--- src/rtl/scene_sequencer.sv ---
// Frame-rate title/gameplay sequencer: countdown, logo scroll-out, head slide-in,
// then lane selection from buttons and coin scrolling, all stepped once per vsync.
module scene_sequencer #(
    parameter int COUNTDOWN_FRAMES = 5,
    parameter int LOGO_STEP        = 30,
    parameter int LOGO_LIMIT       = -600,
    parameter int HEAD_START       = -170,
    parameter int HEAD_STEP        = 17,
    parameter int LANE_OFFSET      = 100,
    parameter int COIN_WRAP        = 80
) (
    input  logic               CPU_RESETN,
    input  logic               CLK100MHZ,
    input  logic               vsync,
    input  logic               btn_left,
    input  logic               btn_right,
    output logic               frame_tick,
    output logic [1:0]         state,
    output logic               playing,
    output logic signed [11:0] logo_voffset,
    output logic signed [11:0] head_hoffset,
    output logic signed [11:0] head_voffset,
    output logic signed [11:0] coin_pos
);

    typedef enum logic [1:0] {
        ST_COUNT = 2'd0,
        ST_LOGO  = 2'd1,
        ST_HEAD  = 2'd2,
        ST_RUN   = 2'd3
    } state_t;

    typedef enum logic [1:0] {
        LANE_LEFT   = 2'd0,
        LANE_CENTER = 2'd1,
        LANE_RIGHT  = 2'd2
    } lane_t;

    localparam logic [7:0]         COUNT_INIT   = 8'(COUNTDOWN_FRAMES);
    localparam logic signed [12:0] LOGO_STEP_W  = 13'(LOGO_STEP);
    localparam logic signed [12:0] LOGO_LIMIT_W = 13'(LOGO_LIMIT);
    localparam logic signed [11:0] HEAD_START_W = 12'(HEAD_START);
    localparam logic signed [12:0] HEAD_STEP_W  = 13'(HEAD_STEP);
    localparam logic signed [11:0] LANE_OFF_W   = 12'(LANE_OFFSET);
    localparam logic [11:0]        COIN_WRAP_W  = 12'(COIN_WRAP);

    function automatic logic signed [11:0] lane_offset(input lane_t lane);
        case (lane)
            LANE_LEFT:  lane_offset = -LANE_OFF_W;
            LANE_RIGHT: lane_offset = LANE_OFF_W;
            default:    lane_offset = 12'sd0;
        endcase
    endfunction

    state_t             state_q, state_d;
    lane_t              lane_q, lane_d;
    logic               vsync_q, vsync_d;
    logic               frame_tick_q, frame_tick_d;
    logic               bl_meta_q, bl_meta_d, bl_sync_q, bl_sync_d, bl_prev_q, bl_prev_d;
    logic               br_meta_q, br_meta_d, br_sync_q, br_sync_d, br_prev_q, br_prev_d;
    logic               pend_l_q, pend_l_d, pend_r_q, pend_r_d;
    logic               playing_q, playing_d;
    logic [7:0]         count_q, count_d;
    logic signed [11:0] logo_q, logo_d;
    logic signed [11:0] head_v_q, head_v_d;
    logic signed [11:0] head_h_q, head_h_d;
    logic [11:0]        coin_q, coin_d;
    logic               edge_l_s, edge_r_s;
    logic signed [12:0] logo_diff_s, head_sum_s;
    logic [11:0]        coin_inc_s;

    // Next-state computation: every offset and state change is gated by the registered frame tick.
    always_comb begin
        state_d      = state_q;
        lane_d       = lane_q;
        count_d      = count_q;
        logo_d       = logo_q;
        head_v_d     = head_v_q;
        coin_d       = (state_q == ST_RUN) ? coin_q : 12'd0;
        vsync_d      = vsync;
        frame_tick_d = vsync & ~vsync_q;
        bl_meta_d    = btn_left;
        bl_sync_d    = bl_meta_q;
        bl_prev_d    = bl_sync_q;
        br_meta_d    = btn_right;
        br_sync_d    = br_meta_q;
        br_prev_d    = br_sync_q;
        edge_l_s     = bl_sync_q & ~bl_prev_q;
        edge_r_s     = br_sync_q & ~br_prev_q;
        logo_diff_s  = {logo_q[11], logo_q} - LOGO_STEP_W;
        head_sum_s   = {head_v_q[11], head_v_q} + HEAD_STEP_W;
        coin_inc_s   = coin_q + 12'd1;

        // An edge arriving on the tick cycle survives the clear and lands on the next frame.
        if (state_q == ST_RUN) begin
            if (frame_tick_q) begin
                pend_l_d = edge_l_s;
                pend_r_d = edge_r_s;
            end else begin
                pend_l_d = pend_l_q | edge_l_s;
                pend_r_d = pend_r_q | edge_r_s;
            end
        end else begin
            pend_l_d = 1'b0;
            pend_r_d = 1'b0;
        end

        if (frame_tick_q) begin
            case (state_q)
                ST_COUNT: begin
                    if (count_q != 8'd0) begin
                        count_d = count_q - 8'd1;
                    end else begin
                        state_d = ST_LOGO;
                    end
                end
                ST_LOGO: begin
                    if (logo_diff_s <= LOGO_LIMIT_W) begin
                        logo_d  = LOGO_LIMIT_W[11:0];
                        state_d = ST_HEAD;
                    end else begin
                        logo_d = logo_diff_s[11:0];
                    end
                end
                ST_HEAD: begin
                    if (head_sum_s >= 13'sd0) begin
                        head_v_d = 12'sd0;
                        state_d  = ST_RUN;
                    end else begin
                        head_v_d = head_sum_s[11:0];
                    end
                end
                ST_RUN: begin
                    coin_d = (coin_inc_s == COIN_WRAP_W) ? 12'd0 : coin_inc_s;
                    if (pend_l_q && !pend_r_q) begin
                        case (lane_q)
                            LANE_RIGHT: lane_d = LANE_CENTER;
                            default:    lane_d = LANE_LEFT;
                        endcase
                    end else if (pend_r_q && !pend_l_q) begin
                        case (lane_q)
                            LANE_LEFT: lane_d = LANE_CENTER;
                            default:   lane_d = LANE_RIGHT;
                        endcase
                    end else begin
                        lane_d = lane_q;
                    end
                end
                default: begin
                    state_d = ST_COUNT;
                end
            endcase
        end else begin
            state_d = state_q;
        end

        head_h_d  = lane_offset(lane_d);
        playing_d = (state_d == ST_RUN);
    end

    // State and output registers with synchronous active-low reset.
    always_ff @(posedge CLK100MHZ) begin
        if (!CPU_RESETN) begin
            state_q      <= ST_COUNT;
            lane_q       <= LANE_CENTER;
            count_q      <= COUNT_INIT;
            logo_q       <= 12'sd0;
            head_v_q     <= HEAD_START_W;
            head_h_q     <= 12'sd0;
            coin_q       <= 12'd0;
            vsync_q      <= 1'b1;
            frame_tick_q <= 1'b0;
            bl_meta_q    <= 1'b0;
            bl_sync_q    <= 1'b0;
            bl_prev_q    <= 1'b0;
            br_meta_q    <= 1'b0;
            br_sync_q    <= 1'b0;
            br_prev_q    <= 1'b0;
            pend_l_q     <= 1'b0;
            pend_r_q     <= 1'b0;
            playing_q    <= 1'b0;
        end else begin
            state_q      <= state_d;
            lane_q       <= lane_d;
            count_q      <= count_d;
            logo_q       <= logo_d;
            head_v_q     <= head_v_d;
            head_h_q     <= head_h_d;
            coin_q       <= coin_d;
            vsync_q      <= vsync_d;
            frame_tick_q <= frame_tick_d;
            bl_meta_q    <= bl_meta_d;
            bl_sync_q    <= bl_sync_d;
            bl_prev_q    <= bl_prev_d;
            br_meta_q    <= br_meta_d;
            br_sync_q    <= br_sync_d;
            br_prev_q    <= br_prev_d;
            pend_l_q     <= pend_l_d;
            pend_r_q     <= pend_r_d;
            playing_q    <= playing_d;
        end
    end

    assign frame_tick   = frame_tick_q;
    assign state        = state_q;
    assign playing      = playing_q;
    assign logo_voffset = logo_q;
    assign head_hoffset = head_h_q;
    assign head_voffset = head_v_q;
    assign coin_pos     = coin_q;

endmodule

--- config.mk ---
export PLATFORM = sky130hd
export DESIGN_NAME = scene_sequencer
export DESIGN_NICKNAME = d
export VERILOG_FILES = /design/src/rtl/scene_sequencer.sv
export SDC_FILE = /design/constraint.sdc
export NUM_CORES = 1
export LEC_CHECK = 0
export ABC_CLOCK_PERIOD_IN_PS = 3300
export CORE_MARGIN = 10
export CORE_UTILIZATION = 25
export CTS_CLUSTER_DIAMETER = 30
export CTS_CLUSTER_SIZE = 30
export DETAILED_ROUTE_END_ITERATION = 8
export MAX_ROUTING_LAYER = met4
export PLACE_DENSITY = 0.5
export SLEW_MARGIN = 20
export SYNTH_ARGS = -nofsm -noshare
export SYNTH_HDL_FRONTEND = slang
export SYNTH_SLANG_ARGS = --single-unit
--- constraint.sdc ---
create_clock -name CLK100MHZ -period 3.3 [get_ports CLK100MHZ]
set_input_delay 0.66 -clock CLK100MHZ [delete_from_list [all_inputs] [get_ports CLK100MHZ]]
set_output_delay 0.66 -clock CLK100MHZ [all_outputs]
set_load 0.05 [all_outputs]
# Word-level counts from Yosys, hierarchy flattened
# Index checks and enable logic that the tools add are counted.
# word_totals
regBits	71
latch_bits	0
ram_bits	0
rom_bits	0
input_bits	5
output_inout_bits	52
elab_cells	71
mem_count	0
# classes
add_sub_neg	4
mul	0
div	0
n_lt_le_gt_ge	2
eq_ne	7
shift	0
mux	20
n_bitwise	8
n_reduce_logical	12
# ops
op	count
$mux 12	6
$pmux 12 s2	1
$mux 2	9
$add 12x6->13 const B	1
$ge 13x1->1 const B	1
$le 13x11->1 const B	1
$sub 12x6->13 const B	1
$add 12x1->12 const B	1
$eq 12x7->1 const B	1
$eq 2x2->1 const B	5
$reduce_bool 8->1	1
$sub 8x1->8 const B	1
$logic_not 2->1	3
$pmux 2 s3	1
$reduce_and 2->1	3
$and 1x1->1	3
$mux 1	3
$not 1->1	3
$reduce_and 3->1	1
$eq 2x1->1 const B	1
$logic_and 1x1->1	2
$logic_not 1->1	2
$or 1x1->1	2

# Logic depth before layout (Yosys ltp)
# Gate-level depths: netlist of run 1.
# depth
depth_word	8
ltp_mapped	9
mapped_depth_nobuf	8

# Worst setup path after synthesis of run 1
# No wires, ideal clock.
# synth_path
path_kind	reg2reg
start	register logo_q[2], in the netlist logo_voffset[2]
end	register state_q[0], in the netlist state[0]
setup_time_ns	0.122
t_arrival_ns	2.492
required_time_ns	3.178
path_slack_ns	0.686
stages_incl_launch_ff	8
path_buffers	0
period_less_slack_ns	2.614
path_cell_list	dfxtp_1 > ha_1 > a21oi_1 > a311o_1 > a221oi_2 > o211ai_4 > and2_4 > o311a_1
# synth_via
elab_chain_len	5
# synth_rtl
item	line	rtl
start, declared	64	logic signed [11:0] logo_q, logo_d;
start signal, assigned	186	logo_q <= logo_d;
$sub 12x6->13	90	logo_diff_s = {logo_q[11], logo_q} - LOGO_STEP_W;
$le 13x11->1	118	if (logo_diff_s <= LOGO_LIMIT_W) begin
$mux 2	118	
$pmux 2 s3	109	case (state_q)
$mux 2	108	if (frame_tick_q) begin
end signal, assigned	183	state_q <= state_d;
end, declared	55	state_t state_q, state_d;
# Every way passes these cells.
# A chain may end at the register's enable or synchronous reset.

# Final worst setup path of run 1
# Same ends and word-level chain as after synthesis.

==> results of run 1 <==
[logic make-up after synthesis]
group                    after synthesis
AND/OR/NAND/NOR                      167
AO/OA/AOI/OAI                         77
XOR/XNOR                              26
multiplexers                           1
adder cells (fa/ha/maj)                5
buffers and inverters                 38
other                                  1
flip-flops                            61
[flip-flops by register name (all words and copies together) (netlist names), 2 cells and up]
register      cells
lane_q            2
head_voffset     12
state             2
coin_pos         12
count_q           8
head_hoffset      3
logo_voffset     11
[routing by layer]
metal | part of all wire [%] | GRT usage [%] | vias up
met2 | 46 | 13.7 | 52
met5 | 0 | - | -
met3 | 5.0 | 2.46 | 5
met4 | 1.1 | 3.67 | 0
met1 | 48 | 11.1 | 1251
li1 | - | - | 1399
[worst max-delay path by stage]
stage                                            start                            to  slack (ps)  depth (start not counted)
final                     logo_voffset[2]$_SDFFE_PN0P_           state[0]$_SDFF_PN0_         840                          7
after detailed placement  logo_voffset[1]$_SDFFE_PN0P_           state[0]$_SDFF_PN0_         840                          7
after global routing      logo_voffset[5]$_SDFFE_PN0P_  logo_voffset[5]$_SDFFE_PN0P_         650                          6
after CTS                 logo_voffset[2]$_SDFFE_PN0P_           state[0]$_SDFF_PN0_         830                          7
after global placement    logo_voffset[1]$_SDFFE_PN0P_           state[0]$_SDFF_PN0_         900                          7
after floorplan           logo_voffset[2]$_SDFFE_PN0P_           state[0]$_SDFF_PN0_         690                          7
[cells in the final DEF, fill, tap and decap left out, drive strengths merged, types with 2 or more instances in the layout]
cell type and instances:
nand3b 5, o221ai 3, o21ai 20, nand2b 13, a211oi 2, nor3b 3
nand4 3, clkdlybuf4s50 53, nor4 8, and2 20, o211a 3, nor3 5
ha 5, o311a 2, a21boi 2, nor2 32, xnor2 11, a31oi 3
nand2 29, a21oi 15, dfxtp 61, a311o 2, conb 3, clkbuf 12
and4 4, and3 9, or4 2, inv 10, o221a 3, o21a 7
nor2b 6, clkinv 3, xor2 15, nand3 23, o211ai 7, buf 2
[power breakdown]
part           internal (mW)  switching (mW)  leakage (nW)
clock network          0.545           0.330         0.138
logic                 0.0197          0.0358         0.853
registers              0.744         0.00709         0.493
[area by class of cell]
type | count | area share (%)
Timing Repair Buffer | 55 | 13.4
Sequential cell | 61 | 30.0
Clock buffer | 12 | 6.31
Clock inverter | 4 | 0.554
Tap cell | 172 | 5.29
Multi-Input combinational cell | 279 | 43.5
Inverter | 10 | 0.923
==> impl_metrics.toml, run 1 <==
[outcome]
outcome = "finished clean"

[timing]
worstMarginPinSlew_ps = 627
finalHoldViolations = 0
post-route-period-util_pct = 74.6
skew_ps = 6.68
slew_viol_final = 0
setup_violations = 0
min_period_ps = 2460
timing.final.ws_setup_ps = 837
tns_ps = 0
max_freq_mhz = 406
hold-worst-slack_ps = 421
relSlewSlack_pct = 57.8
rsz0062_at_grt = "no"

[yosys]
synth_xor_area_share_pct = 7.17
synth.cell_area_mm2 = 0.00318
synth_most_common_cell = "dfxtp_1"
syn_avg_cell_area_um2 = 8.45
ys.warnings.count = 0
synth_seq_cells = 61
synth_top_area_share_pct = 38.4
synth.distinct_cells = 57
synth_adder_area_share_pct = 1.97
synth_commonest_cells = "dfxtp_1, nor2_1, nand2_1, nand3_1, o21ai_0"
yosys.area.top_type = "dfxtp_1"
synthArstFlopShare_pct = 0
yosys.area_share.simple_pct = 28.3
synth-compound-area-share_pct = 17.5
synth.area.top_cells = "dfxtp_1, xor2_1, nor2_1"
synth_top_family_by_area = "simple AND/OR/NAND/NOR gates"
synthCells = 376
ys.flop_type = "dfxtp_1"
yosysSeqAreaShare_pct = 38.4
muxShareOfSynthArea_pct = 0.315
synth_edf_count = 0

[die]
core_area_mm2 = 0.0125
die_area_mm2 = 0.0176
num_rows = 41
die_w_um = 133
initial_core_util_pct = 25.4
dieHeight_um = 133
io_pins = 57

[placed_design]
dp_hpwl_mm = 5.53
dpl_cell_area_mm2 = 0.00379
place_ws_ps = 836
gp_congestion = 0.816
portBuffers = 53
dp.cells = 577

[routing]
antenna_left = 0
dr.pass1.iters = 4
drt_iter0_drc = 178
vias = 2707
wl_per_cell_um = 12.9
finalWirelength_mm = 7.67
viasPerCell = 4.56
drc = 0

[power_and_ir_drop]
power.leakage_nw = 1.48
ir_drop_v = 0.000266
power.total_mw = 1.68
power_density_mw_per_mm2 = 413

[cts]
cts_tree = "yes"
clock-sinks = 61
root_buffer = "clkbuf_16"
cts_setup_buffers = 0
insertion_delay_ps = 320
cts_max_level = 3
numCtsBuffers = 9
ctsResizeCount = 0
hold_buffers = 0
clk_pin_slew_ps = 50
cts_buffer_depth = 2

[grt]
antenna_found_initial = 0
track_usage_pct = 9.02
overflow = 0
grt_pass1_vias = 2524
grt_max_degree = 48
grt_pass1_wl_mm = 12.9

[cells_and_area]
drive_above_1_share_pct = 6.18
final_area_mm2 = 0.00407
n_fill_cell = 1336
register_area_mm2 = 0.00122
fin_nets = 426
finalNonFillerCells = 593
multi_input_area_mm2 = 0.00177
final_core_util_pct = 32.5
diodes = 0
area_growth_pct = 28.0

[critical_path]
critPathArrivalTime_ps = 2670
critPathTopFamily = "compound AO/OA/AOI/OAI gates"
startpoint_type = "flop"
crit_chain = "ha_1, a21oi_1, a311o_1, a221oi_2, o211ai_4, and2_4, o311a_1"
critPathMaxFanout = 10
rr_worst_depth = 7
cp_num_buf_inv = 0
crit_path_max_incr_delay_ps = 530
crit_required_ps = 3510
critical_path_class = "flop to flop"
reg2reg_from = "logo_voffset[2]$_SDFFE_PN0P_"
r2r_setup_slack_ps = 840
crit_path_end_kind = "flop"
r2r_end = "state[0]$_SDFF_PN0_"
critPathSlowestCell = "dfxtp_1"

[worst_hold_path]
min_to = "br_prev_d$_SDFF_PN0_"
worstHoldPathCells = 1
holdCritStartpoint = "br_meta_q$_SDFF_PN0_"
hold_path.class = "flop to flop"

[job]
cap_violations = 0
No activity file was read; power rests on OpenSTA's default activity.
==> run 2, diff against run 1 <==
ABC_CLOCK_PERIOD_IN_PS = 2000   (was 3300)
PLACE_DENSITY = 0.52   (was 0.5)
clock period = 2 ns   (was 3.3 ns; I/O delays follow)
==> impl_metrics.toml, run 2 (synthesis results as in run 1) <==
[critical_path]
cp.depth = 6
crit_path_max_incr_delay_ps = 570
critical_path_class = "flop to flop"
critPathMaxFanout = 8
endpoint = "state[0]$_SDFF_PN0_"
critPathSlowestCell = "or4_4"
r2r_setup_slack_ps = -70
critPathArrivalTime_ps = 2280
r2r_end = "state[0]$_SDFF_PN0_"
crit_required_ps = 2210
reg2reg_from = "logo_voffset[6]$_SDFFE_PN0P_"
startpoint_type = "flop"
rr_worst_depth = 6
crit_chain = "or4_4, nor3_4, mux2i_1, o21a_2, and2_4, o311a_1"
cp_num_buf_inv = 0
crit_path_end_kind = "flop"
critPathTopFamily = "simple AND/OR/NAND/NOR gates"
setup.worst_path.start = "logo_voffset[6]$_SDFFE_PN0P_"

[routing]
dr.pass1.iters = 4
drc = 0
viasPerCell = 4.57
finalWirelength_mm = 8.13
vias = 2866
wl_per_cell_um = 13.0
antenna_left = 0
drt_iter0_drc = 126

[cts]
numCtsBuffers = 9
root_buffer = "clkbuf_16"
cts_tree = "yes"
cts_buffer_depth = 2
cts_max_level = 3
clock-sinks = 61
clk_pin_slew_ps = 50
insertion_delay_ps = 330

[power_and_ir_drop]
ir_drop_v = 0.000347
swShare_pct = 22.1
p_comb_share_pct = 3.7
seqPwrFrac_pct = 43.2
power_density_mw_per_mm2 = 650
power.leakage_nw = 1.76
p_sw_mw = 0.629
clkPwrFrac_pct = 53.1
internal_power_mw = 2.22

[grt]
overflow = 0
antenna_found_initial = 0
grt_pass1_vias = 2715
grt_pass1_wl_mm = 13.3
grt_max_degree = 21
track_usage_pct = 9.22

[cells_and_area]
diodes = 0
layout_common_cells = "buf_4, dfxtp_1, nor2_1"
fin_nets = 460
layout_commonest_cell = "buf_4"
area_growth_pct = 37.7
drive_above_1_share_pct = 26.4
final_area_mm2 = 0.00438

[outcome]
outcome = "finished with violations"
violations = "setup timing"

[timing]
rsz0062_at_grt = "yes"
finalHoldViolations = 0
slew_viol_final = 0
timing.final.ws_setup_ps = -69.2
relSlewSlack_pct = 66.1
post-route-period-util_pct = 103
setup_violations = 4
min_period_ps = 2070
skew_ps = 10.9
worstMarginPinSlew_ps = 507
tns_ps = -194
max_freq_mhz = 483

[die]
initial_core_util_pct = 25.4
core_area_mm2 = 0.0125
num_rows = 41
die_area_mm2 = 0.0176
io_pins = 57
dieHeight_um = 133
die_w_um = 133

[placed_design]
dp_hpwl_mm = 5.98
gp_congestion = 0.784
dpl_cell_area_mm2 = 0.00404
portBuffers = 53

[worst_hold_path]
hold_path.class = "flop to flop"

[job]
cap_violations = 0
==> run 2: worst reg2reg max path, cell delays in order (launching register included) <==
cell and delay (ps):
dfxtp_4 330, or4_4 570, nor3_4 180, mux2i_1 100, o21a_2 270, and2_4 180
o311a_1 320
==> run 2: per-stage QoR <==
step | hold slack [ps] | total power, mW | worst slack, ps | util, % | std cells
6_report | 435 | 2.85 | -69.2 | 35.0 | 627
5_1_grt | 457 | 2.95 | -143 | 35.0 | 627
4_1_cts | 437 | 2.90 | -79.2 | 34.7 | 627
3_5_place_dp | 419 | 1.36 | -125 | 32.3 | 610
3_3_place_gp | 419 | 1.36 | -76.1 | 32.3 | 610
2_1_floorplan | 412 | 1.33 | -104 | - | 378
==> run 2: how the worst min path moves through the flow <==
stage	slack [ps]	end	cells after the start	startpoint
after CTS	440	bl_prev_d$_SDFF_PN0_	1	bl_meta_q$_SDFF_PN0_
after detailed placement	420	bl_prev_d$_SDFF_PN0_	1	bl_meta_q$_SDFF_PN0_
final	440	bl_prev_d$_SDFF_PN0_	1	bl_meta_q$_SDFF_PN0_
after global routing	460	br_prev_d$_SDFF_PN0_	1	br_meta_q$_SDFF_PN0_
after global placement	420	br_prev_d$_SDFF_PN0_	1	br_meta_q$_SDFF_PN0_
after floorplan	410	bl_prev_d$_SDFF_PN0_	1	bl_meta_q$_SDFF_PN0_
==> run 2: area by class of cell <==
class,instances,area (um2)
Clock buffer,9,225
Tap cell,172,215
Timing Repair Buffer,89,728
Inverter,10,37.5
Clock inverter,7,65.1
Multi-Input combinational cell,279,1840
Fill cell,1329,8140
Sequential cell,61,1260
==> run 2: repair_timing <==
item | CTS | global route
gates resized for setup | 6 | 11
setup endpoints to repair | 13 | 18
cloned | 0 | 0
setup buffers | 1 | 0
hold buffers | 0 | 0
pin swaps | 0 | 2
==> run 2: power groups by stage <==
| stage | Combinational, mW | Clock [mW] | Sequential [mW] |
|---|---|---|---|
| finish | 0.104 | 1.51 | 1.23 |
| CTS | 0.105 | 1.56 | 1.23 |
| detailed placement | 0.103 | 0 | 1.26 |
| global route | 0.113 | 1.61 | 1.23 |
| floorplan | 0.0617 | 0 | 1.26 |
| global placement | 0.103 | 0 | 1.26 |
==> run 2: per-layer routing <==
metal	global-route usage [%]	vias to the layer above	wire length [um]
li1	-	1465	-
met1	10.5	1346	3790
met2	14.7	49	3880
met3	3.48	6	378
met4	2.75	0	81
met5	-	-	0
==> run 3, diff against run 2 <==
HOLD_SLACK_MARGIN = 0.03   (was not set)
==> results of run 3 <==
Same layout as run 2: the final DEF is identical, and so are final timing and power.
